==> src/rtl/mem_access_sequencer_if.sv <==
// ---------------------------------------------------------------------------
// mem_access_sequencer_if
//   Bundles the signals between the two host-side requesters, the access
//   sequencer and the 8-bit memory model's control/data pins.
//
//   Requester side : req, req_we, req_sel, req_addr, req_wdata  (to sequencer)
//                    gnt, done, rdata, busy                     (from sequencer)
//   Memory side    : mem_rd_en, mem_wr_en, mem_addrreg_en, mem_datareg_en,
//                    mem_addrbuff_en, mem_databuff_en, mem_addr, mem_wdata
//                    (from sequencer), mem_rdata (to sequencer)
//
//   Modports:
//     slave  - the sequencer itself
//     master - the surroundings of the sequencer (requesters + memory)
// ---------------------------------------------------------------------------
interface mem_access_sequencer_if #(
  parameter int DW = 8,
  parameter int AW = 8
) ();

  // requester side
  logic [1:0]      req;
  logic [1:0]      req_we;
  logic [1:0]      req_sel;
  logic [2*AW-1:0] req_addr;
  logic [2*DW-1:0] req_wdata;
  logic [1:0]      gnt;
  logic [1:0]      done;
  logic [DW-1:0]   rdata;
  logic            busy;

  // memory side
  logic            mem_rd_en;
  logic            mem_wr_en;
  logic            mem_addrreg_en;
  logic            mem_datareg_en;
  logic            mem_addrbuff_en;
  logic            mem_databuff_en;
  logic [AW-1:0]   mem_addr;
  logic [DW-1:0]   mem_wdata;
  logic [DW-1:0]   mem_rdata;

  modport slave (
    input  req, req_we, req_sel, req_addr, req_wdata, mem_rdata,
    output gnt, done, rdata, busy,
           mem_rd_en, mem_wr_en, mem_addrreg_en, mem_datareg_en,
           mem_addrbuff_en, mem_databuff_en, mem_addr, mem_wdata
  );

  modport master (
    output req, req_we, req_sel, req_addr, req_wdata, mem_rdata,
    input  gnt, done, rdata, busy,
           mem_rd_en, mem_wr_en, mem_addrreg_en, mem_datareg_en,
           mem_addrbuff_en, mem_databuff_en, mem_addr, mem_wdata
  );

endinterface

==> src/rtl/mem_access_sequencer.sv <==
// ---------------------------------------------------------------------------
// mem_access_sequencer
//   Two-requester controller for the memory model's register/buffer datapath.
//   Arbitrates round-robin in IDLE, then sequences each access as an address
//   phase (ADDR) followed by a data phase (DATA). Reads wait RD_LAT cycles
//   in RWAIT and capture mem_rdata; DONE pulses done[owner] for one cycle.
//   All outputs are decoded from registered state and latched fields only,
//   so nothing combinational runs from req to the mem_* pins.
//
//   Ports:
//     clk  - clock
//     rst  - asynchronous, active-high reset (aborts any access in flight)
//     bus  - mem_access_sequencer_if.slave (requester + memory signals)
//
//   Parameters:
//     DW     - data width
//     AW     - address width
//     RD_LAT - cycles from the data-phase read strobe to valid mem_rdata (1..7)
//
//   Build option:
//     MEM_SEQ_ADDR_SKIP_EN - when defined, the last address loaded into each
//     resource pair (register / buffer) is tracked; an access whose address
//     matches the tracked, valid address of its pair skips the ADDR phase.
// ---------------------------------------------------------------------------
module mem_access_sequencer #(
  parameter int DW     = 8,
  parameter int AW     = 8,
  parameter int RD_LAT = 1
) (
  input  logic                   clk,
  input  logic                   rst,
  mem_access_sequencer_if.slave  bus
);

  localparam logic [2:0] CNT_LOAD = 3'(RD_LAT - 1);

  typedef enum logic [2:0] {
    S_IDLE  = 3'd0,
    S_ADDR  = 3'd1,
    S_DATA  = 3'd2,
    S_RWAIT = 3'd3,
    S_DONE  = 3'd4
  } state_t;

  state_t          r_state;
  state_t          w_next;

  logic            r_last;     // last grantee; reset to 1 so requester 0 wins first
  logic            r_owner;
  logic            r_we;
  logic            r_sel;
  logic [AW-1:0]   r_addr;
  logic [DW-1:0]   r_wdata;
  logic [2:0]      r_cnt;
  logic [DW-1:0]   r_rdata;
  logic [1:0]      r_gnt;

  logic            w_any_req;
  logic            w_win;
  logic            w_win_we;
  logic            w_win_sel;
  logic [AW-1:0]   w_win_addr;
  logic [DW-1:0]   w_win_wdata;
  logic            w_skip;

  // ---- arbitration (only consulted in IDLE) ----
  assign w_any_req = |bus.req;

  always_comb begin
    // both requesting: alternate away from the last grantee
    if (bus.req == 2'b11) w_win = ~r_last;
    else                  w_win = bus.req[1];
  end

  assign w_win_we    = w_win ? bus.req_we[1]  : bus.req_we[0];
  assign w_win_sel   = w_win ? bus.req_sel[1] : bus.req_sel[0];
  assign w_win_addr  = w_win ? bus.req_addr[2*AW-1:AW]  : bus.req_addr[AW-1:0];
  assign w_win_wdata = w_win ? bus.req_wdata[2*DW-1:DW] : bus.req_wdata[DW-1:0];

`ifdef MEM_SEQ_ADDR_SKIP_EN
  // Index 0 tracks the register pair, index 1 the buffer pair. A pair's
  // address is refreshed whenever its ADDR phase runs, for reads and writes
  // alike, since both load the address resource.
  logic [1:0][AW-1:0] r_trk_addr;
  logic [1:0]         r_trk_vld;

  always_ff @(posedge clk or posedge rst) begin
    if (rst) begin
      r_trk_addr <= '0;
      r_trk_vld  <= '0;
    end else if (r_state == S_ADDR) begin
      r_trk_addr[r_sel] <= r_addr;
      r_trk_vld[r_sel]  <= 1'b1;
    end
  end

  assign w_skip = r_trk_vld[w_win_sel] && (r_trk_addr[w_win_sel] == w_win_addr);
`else
  assign w_skip = 1'b0;
`endif

  // ---- state register ----
  always_ff @(posedge clk or posedge rst) begin
    if (rst) r_state <= S_IDLE;
    else     r_state <= w_next;
  end

  // ---- next state and Moore outputs ----
  always_comb begin
    w_next              = r_state;
    bus.mem_rd_en       = 1'b0;
    bus.mem_wr_en       = 1'b0;
    bus.mem_addrreg_en  = 1'b0;
    bus.mem_datareg_en  = 1'b0;
    bus.mem_addrbuff_en = 1'b0;
    bus.mem_databuff_en = 1'b0;
    bus.mem_addr        = '0;
    bus.mem_wdata       = '0;
    bus.done            = 2'b00;

    unique case (r_state)
      S_IDLE: begin
        if (w_any_req) w_next = w_skip ? S_DATA : S_ADDR;
      end
      S_ADDR: begin
        // the address phase always writes the address resource
        bus.mem_wr_en       = 1'b1;
        bus.mem_addrreg_en  = ~r_sel;
        bus.mem_addrbuff_en = r_sel;
        bus.mem_addr        = r_addr;
        w_next              = S_DATA;
      end
      S_DATA: begin
        bus.mem_wr_en       = r_we;
        bus.mem_rd_en       = ~r_we;
        bus.mem_datareg_en  = ~r_sel;
        bus.mem_databuff_en = r_sel;
        bus.mem_wdata       = r_we ? r_wdata : '0;
        w_next              = r_we ? S_DONE : S_RWAIT;
      end
      S_RWAIT: begin
        if (r_cnt == 3'd0) w_next = S_DONE;
      end
      S_DONE: begin
        bus.done = r_owner ? 2'b10 : 2'b01;
        w_next   = S_IDLE;
      end
      default: w_next = S_IDLE;
    endcase
  end

  // ---- grant latch, read-latency counter, read-data capture ----
  always_ff @(posedge clk or posedge rst) begin
    if (rst) begin
      r_last  <= 1'b1;
      r_owner <= 1'b0;
      r_we    <= 1'b0;
      r_sel   <= 1'b0;
      r_addr  <= '0;
      r_wdata <= '0;
      r_cnt   <= '0;
      r_rdata <= '0;
      r_gnt   <= 2'b00;
    end else begin
      r_gnt <= 2'b00;
      if (r_state == S_IDLE && w_any_req) begin
        r_owner <= w_win;
        r_last  <= w_win;
        r_we    <= w_win_we;
        r_sel   <= w_win_sel;
        r_addr  <= w_win_addr;
        r_wdata <= w_win_wdata;
        r_gnt   <= w_win ? 2'b10 : 2'b01;
      end
      if (r_state == S_DATA && !r_we) r_cnt <= CNT_LOAD;
      if (r_state == S_RWAIT) begin
        if (r_cnt == 3'd0) r_rdata <= bus.mem_rdata;
        else               r_cnt   <= r_cnt - 3'd1;
      end
    end
  end

  assign bus.gnt   = r_gnt;
  assign bus.rdata = r_rdata;
  assign bus.busy  = (r_state != S_IDLE);

endmodule

==> src/flat_wrapper.sv <==
// flat-port wrapper written by rule: the top's interface ports become plain ports
module mem_access_sequencer_flat 
#(
  parameter int DW     = 8,
  parameter int AW     = 8,
  parameter int RD_LAT = 1
)
  (clk, rst, bus_req, bus_req_we, bus_req_sel, bus_req_addr, bus_req_wdata, bus_mem_rdata, bus_gnt, bus_done, bus_rdata, bus_busy, bus_mem_rd_en, bus_mem_wr_en, bus_mem_addrreg_en, bus_mem_datareg_en, bus_mem_addrbuff_en, bus_mem_databuff_en, bus_mem_addr, bus_mem_wdata);
  mem_access_sequencer_if #(.DW(DW), .AW(AW)) bus_i ();
  input  logic clk;
  input  logic rst;
  input wire logic [$bits(bus_i.req)-1:0] bus_req;
  input wire logic [$bits(bus_i.req_we)-1:0] bus_req_we;
  input wire logic [$bits(bus_i.req_sel)-1:0] bus_req_sel;
  input wire logic [$bits(bus_i.req_addr)-1:0] bus_req_addr;
  input wire logic [$bits(bus_i.req_wdata)-1:0] bus_req_wdata;
  input wire logic [$bits(bus_i.mem_rdata)-1:0] bus_mem_rdata;
  output wire logic [$bits(bus_i.gnt)-1:0] bus_gnt;
  output wire logic [$bits(bus_i.done)-1:0] bus_done;
  output wire logic [$bits(bus_i.rdata)-1:0] bus_rdata;
  output wire logic [$bits(bus_i.busy)-1:0] bus_busy;
  output wire logic [$bits(bus_i.mem_rd_en)-1:0] bus_mem_rd_en;
  output wire logic [$bits(bus_i.mem_wr_en)-1:0] bus_mem_wr_en;
  output wire logic [$bits(bus_i.mem_addrreg_en)-1:0] bus_mem_addrreg_en;
  output wire logic [$bits(bus_i.mem_datareg_en)-1:0] bus_mem_datareg_en;
  output wire logic [$bits(bus_i.mem_addrbuff_en)-1:0] bus_mem_addrbuff_en;
  output wire logic [$bits(bus_i.mem_databuff_en)-1:0] bus_mem_databuff_en;
  output wire logic [$bits(bus_i.mem_addr)-1:0] bus_mem_addr;
  output wire logic [$bits(bus_i.mem_wdata)-1:0] bus_mem_wdata;
  assign bus_i.req = bus_req;
  assign bus_i.req_we = bus_req_we;
  assign bus_i.req_sel = bus_req_sel;
  assign bus_i.req_addr = bus_req_addr;
  assign bus_i.req_wdata = bus_req_wdata;
  assign bus_i.mem_rdata = bus_mem_rdata;
  assign bus_gnt = bus_i.gnt;
  assign bus_done = bus_i.done;
  assign bus_rdata = bus_i.rdata;
  assign bus_busy = bus_i.busy;
  assign bus_mem_rd_en = bus_i.mem_rd_en;
  assign bus_mem_wr_en = bus_i.mem_wr_en;
  assign bus_mem_addrreg_en = bus_i.mem_addrreg_en;
  assign bus_mem_datareg_en = bus_i.mem_datareg_en;
  assign bus_mem_addrbuff_en = bus_i.mem_addrbuff_en;
  assign bus_mem_databuff_en = bus_i.mem_databuff_en;
  assign bus_mem_addr = bus_i.mem_addr;
  assign bus_mem_wdata = bus_i.mem_wdata;
  mem_access_sequencer #(.DW(DW), .AW(AW), .RD_LAT(RD_LAT)) u_core (.clk(clk), .rst(rst), .bus(bus_i));
endmodule
==> config.mk <==
export PLATFORM = sky130hd
export DESIGN_NAME = mem_access_sequencer_flat
export DESIGN_NICKNAME = d
export VERILOG_FILES = /design/src/rtl/mem_access_sequencer_if.sv /design/src/rtl/mem_access_sequencer.sv /design/src/flat_wrapper.sv
export SDC_FILE = /design/constraint.sdc
export NUM_CORES = 1
export LEC_CHECK = 0
export ABC_AREA = 1
export CORE_MARGIN = 3
export CORE_UTILIZATION = 43
export DETAILED_ROUTE_END_ITERATION = 8
export PLACE_DENSITY = 0.91
export SLEW_MARGIN = 20
export SYNTH_ARGS = -nofsm -noshare
export SYNTH_HDL_FRONTEND = slang
export SYNTH_SLANG_ARGS = --single-unit
==> constraint.sdc <==
create_clock -name clk -period 1.78 [get_ports clk]
set_input_delay 0.534 -clock clk [delete_from_list [all_inputs] [get_ports clk]]
set_output_delay 0.534 -clock clk [all_outputs]
set_load 0.05 [all_outputs]
# Word-level counts from Yosys, hierarchy flattened
# Cells that the tools add are included.
# word_totals
reg_bits	36
latch_bits	0
ram_bits	0
mem_bits_ro	0
input_bits	48
word_cells	55
memories	0
# classes
addsub	1
n_mul	0
n_div	0
n_lt_le_gt_ge	0
n_eq_ne	7
shifts	0
mux	25
n_bitwise	3
reduce_logical	9
# op_table
operator	count
2-to-1 mux 8 bit	5
2-to-1 mux 3 bit	6
one-hot mux 3 bit (4 select lines)	1
2-to-1 mux 1 bit	8
2-to-1 mux 2 bit	4
equality test 3 x 2 -> 1 bit (second input constant)	2
logical NOT 3 bit	2
!= test 2 x 1 -> 1 bit (second input constant)	2
AND reduction 2 bit	2
equality test 3 x 1 -> 1 bit (second input constant)	1
equality test 3 bit (second input constant)	1
NOT 1 bit	3
nonzero test 3 bit	1
subtractor 3 x 1 -> 3 bit (second input constant)	1
equality test 2 bit (second input constant)	1
logical AND 1 bit	2
one-hot mux 1 bit (2 select lines)	1
OR reduction 2 bit	1
logical NOT 1 bit	1

# Depth between registers and ports, before layout
# Gate-level depths: netlist of the first run.
# depth
depth_word	5
depth_mapped	7
ltp_nobuf	7

# Worst setup path before layout of the first run
# OpenSTA, ideal clock, no wires.
# synth_timing
path_kind	reg2out
startpoint	register u_core.r_state[2]
endpoint	output port bus_mem_wr_en
t_arrival_ps	1734
required_time_ps	1246
path_slack_ps	-488
stages_incl_launch_ff	4
n_path_buf	0
cell_sequence	dfrtp_1 inv_2 nand3_1 o21ai_0
# synth_via
elab_chain_cells	2
elab_cells_between_ends	3
cone_classes	2 x eq/ne; 1 x mux
# synth_lines
element	line_no	source
from (decl)	mem_access_sequencer.sv:45	state_t r_state;
from (signal assigned)	mem_access_sequencer.sv:105	else r_state <= w_next;
equality test 3 x 2 -> 1 bit or equality test 3 x 1 -> 1 bit (tied branches)	mem_access_sequencer.sv:121	unique case (r_state)
one-hot mux 1 bit (2 select lines) (*)	mem_access_sequencer.sv:121	
to (decl)	flat_wrapper.sv:23	output wire logic [$bits(bus_i.mem_wr_en)-1:0] bus_mem_wr_en;
# Mark *: on every way between the ends. The rest lies on a longest branch, timed or not.

# Worst setup path after layout of the first run
# layout_timing
startpoint	register u_core.r_state[0]
endpoint	output port bus_mem_wdata[5]
# layout_via
elab_chain_cells	2
# layout_lines
element	line_no	source
equality test 3 x 2 -> 1 bit	mem_access_sequencer.sv:121	
2-to-1 mux 8 bit	mem_access_sequencer.sv:121	
to (decl)	flat_wrapper.sv:29	output wire logic [$bits(bus_i.mem_wdata)-1:0] bus_mem_wdata;
# Every way passes these cells.

==> results of run 1 <==
[layout by cell type (no fill, tap or decap)]
master / instances
nand2_1: 124
clkdlybuf4s50_1: 47
nand3_1: 33
dfrtp_1: 33
buf_12: 29
nor2_4: 27
buf_4: 25
inv_1: 19
clkbuf_8: 6
inv_2: 4
nor2_1: 4
o21ai_0: 4
nand2_4: 3
buf_6: 3
nand2_2: 2
ha_1: 2
clkinv_2: 2
dfrtp_2: 2
nor2_2: 1
nand2_8: 1
nand3_2: 1
nor2_8: 1
nand3_4: 1
o21ai_2: 1
xor2_1: 1
buf_8: 1
dfstp_2: 1
[metal layers]
metal  up-vias  share of wire
li1       1043              -
met1      1074           0.37
met2       104           0.52
met3        21          0.077
met4         0          0.033
met5         -              0
[power breakdown]
part / internal, mW / switching [mW] / total, mW
clock network: 0.309 / 0.315 / 0.624
logic: 1.62 / 2.47 / 4.09
registers: 1.19 / 0.295 / 1.49
total: 3.13 / 3.08 / 6.20
[layout make-up]
| cell class | count | area (µm²) | share of cell area |
|---|---|---|---|
| clock buffers | 6 | 82.58 | 0.02314 |
| clock inverters | 2 | 10.01 | 0.002805 |
| inverters | 23 | 86.33 | 0.02419 |
| multi-input cells | 206 | 1132 | 0.3173 |
| flip-flops and latches | 36 | 904.6 | 0.2535 |
| well taps | 52 | 65.06 | 0.01823 |
| repair buffers | 105 | 1287 | 0.3608 |
[worst max-delay path: stages (launching register included)]
cell and delay, ns:
dfrtp_2 0.45, inv_2 0.10, nand3_4 0.12, buf_8 0.18
nor2_4 0.13, buf_12 0.15
[metrics by stage]
step	setup WS (ns)	cells
2_1_floorplan	-0.2164	276
3_3_place_gp	0.01318	413
3_5_place_dp	-0.06951	413
4_1_cts	-0.1517	428
5_1_grt	-0.2386	430
6_report	-0.1993	430
[sequential cells by signal, summed over array words and instances (netlist names)]
| name | cells |
|---|---|
| u_core.bus.rdata | 8 |
| u_core.r_cnt | 3 |
| u_core.r_state | 3 |
| u_core.r_wdata | 8 |
| u_core.r_last | 1 |
| u_core.r_we | 1 |
| u_core.r_sel | 1 |
| u_core.bus.gnt | 2 |
| u_core.r_owner | 1 |
| u_core.r_addr | 8 |
[cells by family (layout without fill, tap and decap cells)]
group	count (synthesis)	in the layout	share of synthesized area
and+or+nand+nor	198	198	0.4356
DFF	36	36	0.4552
buffers and inverters	34	136	0.07954
AOI/OAI and AO/OA	5	5	0.01262
adders and majority gates	2	2	0.01262
xor gates and xnor gates	1	1	0.004420
[synthesized netlist by cell type (all sizes together)]
master and number:
buf 10, dfrtp 35, nand2 130, clkbuf 1, nand3 35, inv 23, nor2 33, xor2 1
ha 2, dfstp 1, o21ai 5
[repair_timing]
item / CTS / global route
pin swaps: 3 / 3
endpoints found under the hold margin: 0 / 0
resized for setup: 57 / 3
buffers inserted: 7 / 2
endpoints found under the setup margin: 25 / 25
[worst max path at each step]
stage,start,endpoint,depth (start not counted)
after global placement,bus_req[1],u_core.r_state[0],6
after detailed placement,u_core.r_state[0],bus_mem_wdata[5],5
after global routing,u_core.r_state[0],bus_mem_wdata[1],5
after CTS,u_core.r_state[0],bus_mem_wdata[5],5
final,u_core.r_state[0],bus_mem_wdata[5],5
after floorplan,u_core.r_state[2],bus_mem_databuff_en,4
==> flow_summary.ini, run 1 <==
[clock_network]
cts_tree = done
cts_root_buffer = clkbuf_8
cts_buffer_depth = 2
cts_max_level = 2
cts.sinks = 36
cts_hold_buf = 0
clk_latency_ns = 0.31
cts_buffers = 5
cts.clk_slew.worst_paths_ns = 0.07

[synthesis]
synth_top_area_cell = dfrtp_1
synth_cell_types = 19
syn_nets = 326
avgSynthCellArea_um2 = 7.181
synth-seq-cells = 36
yosysSeqAreaShare = 0.4552
netlist.area_leader.share = 0.4419
synth_warnings = 0
syn_area_um2 = 1982
syn-instance-count = 276
netlist_top_cells_area = dfrtp_1, nand2_1, nand3_1, nor2_1, inv_1

[timing]
rsz0062_at_grt = yes
fin_tns_setup_ns = -3.529
slew_violations = 0
fin_crit_sh = 1.112
setup_slack_ns = -0.1993
slew_headroom = 0.7048
fin_crit_ns = 1.979
fin_skew_ns = 0.004585
setup_viol = 25
max_freq_ghz = 0.5052
final-hold-violation-count = 0
hold_slack_ns = 0.4728
worstMarginPinSlew_ns = 0.4424

[status]
violations = negative setup slack
outcome = finished, violations left

[pwr]
total_power_mw = 6.203
power_density_nw_per_um2 = 1738
leakage_nw = 1.729
vdd_ir_drop_max_mv = 1.034

[worst_setup_path]
worstSetupPathType = reg2out
cp.arrival_ns = 1.45
cp_max_fo = 6
r2r_cells = 8
r2r_slack_ns = 0.23
worst_r2r_endpoint = u_core.r_wdata[0]
worst_setup_path_end_kind = output pin
r2r-start = u_core.r_state[1]
cp.required_ns = 1.25
cp-start-kind = flop

[cells_and_area]
fillers = 245
drive_gt1_frac = 0.2937
diodes = 0
nNetsFinal = 427
syn_to_final_growth_pct = 80.05
final_util = 0.8084
fin_area_um2 = 3568

[hold_path]
min-delay-start = u_core.r_last
hold_depth = 2
min_to = u_core.r_last
hp-class = reg2reg

[place]
place_area_um2 = 3182
io_buffer_count = 82
dp_hpwl_mm = 4.388
gp_congestion = 0.8205

[detailed_routing]
viasPerCell = 5.214
vias = 2242
drtIter0Drc = 139
drc_errors = 0
antenna_left = 0
drt_first_pass_iters = 5
wirelength_mm = 6.773
wl_per_cell_um = 15.75

[die]
chipWidth_um = 73.89
start_util = 0.4490
core_area_um2 = 4414
io-pin-count = 83
die-area_um2 = 5460
num_rows = 24
die_y_um = 73.89

[global_route]
grt_antenna_before_repair = 0
grt-ovfl-total = 0
grt_busiest_layer = met2
use_met2 = 0.4587
grt_use_met1 = 0.2919
grt_pass1_vias = 2245
grt_max_degree = 37
grt_use_total = 0.2654
grt_pass1_wl_mm = 10.74
use_met3 = 0.07387

[flow_run]
maxCapViolCount = 0
Power figures use the tool's default switching activity.
==> run 2: changes to the inputs <==
--- a/config.mk
+++ b/config.mk
@@ -7,9 +7,9 @@
 export LEC_CHECK = 0
 export ABC_AREA = 1
 export CORE_MARGIN = 3
-export CORE_UTILIZATION = 43
+export CORE_UTILIZATION = 39
 export DETAILED_ROUTE_END_ITERATION = 8
-export PLACE_DENSITY = 0.91
+export PLACE_DENSITY = 0.87
 export SLEW_MARGIN = 20
 export SYNTH_ARGS = -nofsm -noshare
 export SYNTH_HDL_FRONTEND = slang
==> constraint.sdc (replaced) <==
create_clock -name clk -period 1.59 [get_ports clk]
set_input_delay 0.477 -clock clk [delete_from_list [all_inputs] [get_ports clk]]
set_output_delay 0.477 -clock clk [all_outputs]
set_load 0.05 [all_outputs]
==> run 2 against run 1 <==
Effect of this change:
- the flow still finishes with violations (negative setup slack)
- worst hold slack better by 0.0082 ns
- setup slack worse by 0.11 ns
- sequential power grew 15%
- critical endpoint is now bus_mem_wdata[7]
- highest routed layer unchanged
==> flow_summary.ini, run 2 (synthesis gave the netlist of run 1 again) <==
[status]
outcome = finished, violations left
violations = negative setup slack

[die]
num_rows = 25
start_util = 0.4114
chipWidth_um = 77.29
die_y_um = 77.29
die-area_um2 = 5973
io-pin-count = 83
core_area_um2 = 4817

[global_route]
grt_max_degree = 37
grt_use_total = 0.2147
grt-ovfl-total = 0
grt_pass1_wl_mm = 10.12
grt_antenna_before_repair = 0
grt_pass1_vias = 2108

[worst_setup_path]
path_buf_inv = 3
cp.arrival_ns = 1.42
r2r_slack_ns = 0.06
slowest_stage = dfrtp_1
cp.depth = 5
worst_r2r_endpoint = u_core.r_sel
cp-start-kind = flop
r2r-start = u_core.r_state[0]
cpPeakStageDelay_ns = 0.40
cp_max_fo = 6
r2r_cells = 8
worstSetupPathType = reg2out
worst_setup_path_end_kind = output pin
startpoint = u_core.r_state[2]
critPathMostFrequentCell = buf_12
cp.required_ns = 1.11
cp_top_family = buffers and inverters
worstPathCellList = inv_2, nand3_4, buf_12, nor2_4, buf_12

[detailed_routing]
drtIter0Drc = 123
highest-signal-layer = met4
wl_met3_um = 443
antenna_left = 0
wl_met2_mm = 3.468
viasPerCell = 4.867
drc_errors = 0
vias = 2156
wirelength_mm = 6.433
drt_first_pass_iters = 4
wl_per_cell_um = 14.52
met1_length_mm = 2.379

[cells_and_area]
syn_to_final_growth_pct = 87.37
layout_commonest_cell = nand2_1
fillers = 303
drive_gt1_frac = 0.2846
final_cell_mix = nand2_1, clkdlybuf4s50_1, buf_12, nand3_1, dfrtp_1
fin_area_um2 = 3714
nNetsFinal = 425
diodes = 0

[hold_path]
hold_depth = 2
min-delay-start = u_core.r_last
hp-class = reg2reg
min_to = u_core.r_last

[timing]
final-hold-violation-count = 0
slew_violations = 0
rsz0062_at_grt = yes
setup_slack_ns = -0.3054
max_freq_ghz = 0.5276
fin_skew_ns = 0.006569
fin_crit_sh = 1.192
slew_headroom = 0.8085
worstMarginPinSlew_ns = 0.2865
hold_slack_ns = 0.4810
fin_crit_ns = 1.895
setup_viol = 25

[clock_network]
cts_buffer_depth = 2
cts.clk_slew.worst_paths_ns = 0.07
cts_max_level = 2
cts_tree = done
cts_buffers = 5
cts.sinks = 36
cts_root_buffer = clkbuf_8
clk_latency_ns = 0.29

[place]
io_buffer_count = 82
dp_hpwl_mm = 4.479
gp_congestion = 0.8673
place_area_um2 = 3477
place_ws_ns = -0.1526

[pwr]
power_density_nw_per_um2 = 1959
vdd_ir_drop_max_mv = 0.8388
leakage_nw = 1.764
total_power_mw = 7.274

[flow_run]
maxCapViolCount = 0
-- run 2: worst max path at each step --
stage | to | slack [ns]
floorplan | bus_done[0] | -0.21
global placement | u_core.r_state[0] | -0.08
detailed placement | u_core.r_state[0] | -0.15
CTS | bus_mem_addr[0] | -0.27
global route | bus_mem_wdata[7] | -0.35
finish | bus_mem_wdata[7] | -0.31
-- run 2: metal layers --
| metal | track usage | vias up |
|---|---|---|
| met2 | 0.3929 | 90 |
| met1 | 0.2375 | 1011 |
| li1 | - | 1043 |
| met5 | 0 | - |
| met3 | 0.05516 | 12 |
| met4 | 0.07651 | 0 |
-- run 2: timing repair --
| action | in CTS | in global routing |
|---|---|---|
| cloned | 1 | 1 |
| endpoints found under the setup margin | 25 | 45 |
| hold buffers | 0 | 0 |
| pin swaps | 1 | 8 |
| gates resized for setup | 15 | 7 |
| setup buffers | 2 | 2 |
-- run 2: metrics by stage --
stage	std cells	utilization	TNS, ns
CTS	440	0.7592	-6.013
global route	443	0.7709	-7.481
global placement	429	0.7218	-1.447
detailed placement	429	0.7218	-2.676
floorplan	276	-	-0.8205
finish	443	0.7709	-6.340
-- run 2: worst reg2reg max path, delay by kind of cell, from the launching register on --
family        cells  cell delay [ns]
simple gates      5             0.59
buf+inv           3             0.44
flops             1             0.44
-- run 2: final cells by class --
type | instances | area, µm² | area share
well taps | 67 | 83.83 | 0.02257
flip-flops and latches | 36 | 904.6 | 0.2436
inverters | 23 | 86.33 | 0.02325
repair buffers | 102 | 1406 | 0.3787
multi-input cells | 207 | 1142 | 0.3076
clock buffers | 8 | 90.09 | 0.02426
-- run 2: report_power, final --
part | switching (mW) | internal [mW]
Clock | 0.323 | 0.353
Combinational | 2.74 | 2.13
Sequential | 0.385 | 1.34
Total | 3.45 | 3.82
==> run 3: changes to the inputs <==
--- a/config.mk
+++ b/config.mk
@@ -7,9 +7,10 @@
 export LEC_CHECK = 0
 export ABC_AREA = 1
 export CORE_MARGIN = 3
-export CORE_UTILIZATION = 39
+export CORE_UTILIZATION = 45
 export DETAILED_ROUTE_END_ITERATION = 8
-export PLACE_DENSITY = 0.87
+export DONT_BUFFER_PORTS = 1
+export PLACE_DENSITY = 0.72
 export SLEW_MARGIN = 20
 export SYNTH_ARGS = -nofsm -noshare
 export SYNTH_HDL_FRONTEND = slang
==> run 3 against run 2 <==
Effect of this change:
- the flow still finishes with violations (negative setup slack)
- via count is 11% lower
- non-clock buffer count down 52
- maximum frequency up 1.1%
- power decreased by 13%
- register-to-register slack better by 0.03 ns
- utilization shrank 5.6 points
- sequential power rose by 19%
- worst hold slack got worse by 0.40 ns
- final area decreased by 21%
- clock skew grew 0.00088 ns
- die area down 12%
- critical path type unchanged
==> flow_summary.ini, run 3 (synthesis gave the netlist of run 1 again) <==
[worst_setup_path]
cp.arrival_ns = 1.40
cp.required_ns = 1.11
worst_setup_path_end_kind = output pin
cp_max_fo = 5
cp-start-kind = flop
worstSetupPathType = reg2out

[cells_and_area]
fin_area_um2 = 2942
nNetsFinal = 372
multi_input_area_um2 = 1140
diodes = 0
syn_to_final_growth_pct = 48.42
drive_gt1_frac = 0.3189
final_cell_mix = nand2_1, nand3_1, dfrtp_1, nor2_4, buf_4
fillers = 332
regArea_um2 = 904.6
final_util = 0.7148
layout_commonest_cell = nand2_1

[timing]
fin_crit_sh = 1.179
fin_crit_ns = 1.875
setup_viol = 25
max_freq_ghz = 0.5332
slew_headroom = 0.6798
slew_violations = 0
rsz0062_at_grt = yes
setup_slack_ns = -0.2853
fin_skew_ns = 0.007454
final-hold-violation-count = 0
worstMarginPinSlew_ns = 0.4803

[status]
outcome = finished, violations left
violations = negative setup slack

[place]
io_buffer_count = 0
place_area_um2 = 2623
gp_congestion = 0.7757
dp_hpwl_mm = 3.718

[detailed_routing]
drtIter0Drc = 102
antenna_left = 0
wl_per_cell_um = 14.61
drc_errors = 0
drt_first_pass_iters = 4
wirelength_mm = 5.448
viasPerCell = 5.155
vias = 1923

[global_route]
grt_use_total = 0.2273
grt_antenna_before_repair = 0
grt_max_degree = 21
grt_pass1_vias = 1934
grt_pass1_wl_mm = 9.101
grt-ovfl-total = 0

[pwr]
leakage_nw = 1.484
total_power_mw = 6.319
power_density_nw_per_um2 = 2148
vdd_ir_drop_max_mv = 0.8918

[clock_network]
cts_tree = done
cts_hold_buf = 0
cts_root_buffer = clkbuf_8
clk_latency_ns = 0.28
cts_max_level = 2
cts.sinks = 36
cts_buffer_depth = 2
cts_buffers = 5
cts.clk_slew.worst_paths_ns = 0.07

[die]
num_rows = 23
die-area_um2 = 5237
io-pin-count = 83
chipWidth_um = 72.37
core_area_um2 = 4115
start_util = 0.4816
die_y_um = 72.37

[flow_run]
maxCapViolCount = 0

[hold_path]
hp-class = in2async
run 3: cell types whose count changed in the layout (fill, tap and decap cells not counted), sizes merged:
cell	before	now
clkdlybuf4s50	47	0
buf	55	50
nor2	34	33
clkinv	0	2
clkbuf	8	6
run 3: per-stage QoR:
step / TNS, ns / cells / setup WS, ns / hold WS (ns)
after floorplan: -0.8205 / 276 / -0.2069 / 0.4487
after global placement: 0 / 355 / 0.06340 / 0.3995
after detailed placement: 0 / 355 / 0.03357 / 0.3976
after CTS: -5.712 / 372 / -0.2658 / 0.09355
after global routing: -7.696 / 373 / -0.3435 / 0.09563
final: -6.170 / 373 / -0.2853 / 0.08175
run 3: path summary, 6_finish.rpt:
kind,startpoint,end,slack (ns),cells past startpoint
min,rst,u_core.r_wdata[0],0.08,1
max,u_core.r_state[2],bus_mem_databuff_en,-0.29,5
max reg2reg,u_core.r_state[0],u_core.r_wdata[0],0.09,7
min in group clk,bus_mem_rdata[2],u_core.bus.rdata[2],0.33,2
max in group asynchronous,rst,u_core.r_we,0.96,2
min reg2reg,u_core.r_addr[6],u_core.r_addr[6],0.48,2
run 3: power breakdown:
| part | internal, mW | switching (mW) | total (mW) | leakage [nW] |
|---|---|---|---|---|
| sequential | 1.33 | 0.719 | 2.05 | 0.450 |
| combinational | 1.41 | 2.20 | 3.61 | 0.984 |
| clock | 0.346 | 0.319 | 0.665 | 0.0510 |
| total | 3.08 | 3.24 | 6.32 | 1.48 |
run 3: layer usage:
metal	share of wire	GRT usage	wire length, µm
met1	0.39	0.2813	2133
met2	0.52	0.3893	2815
met3	0.083	0.05263	451
met4	0.0088	0.07516	48
met5	0	0	0
run 3: critical path, stage by stage, from the launching register on:
cell and delay [ns]:
dfrtp_1 0.40, inv_2 0.12, nand3_4 0.15, buf_12 0.19
nor2_4 0.11, buf_12 0.14
run 3: cell type report:
class / instances / share of cell area
tap: 50 / 0.02127
inverter: 23 / 0.02935
clock inverter: 2 / 0.003403
timing repair buffer: 50 / 0.2229
multi-input combinational: 206 / 0.3875
sequential: 36 / 0.3075
clock buffer: 6 / 0.02807
run 3: what timing repair did:
| action | 4_1_cts | 5_1_grt |
|---|---|---|
| gates resized for setup | 25 | 6 |
| setup buffers | 8 | 2 |
| pin swaps | 6 | 5 |
| endpoints found under the setup margin | 25 | 25 |
| gates cloned | 2 | 0 |
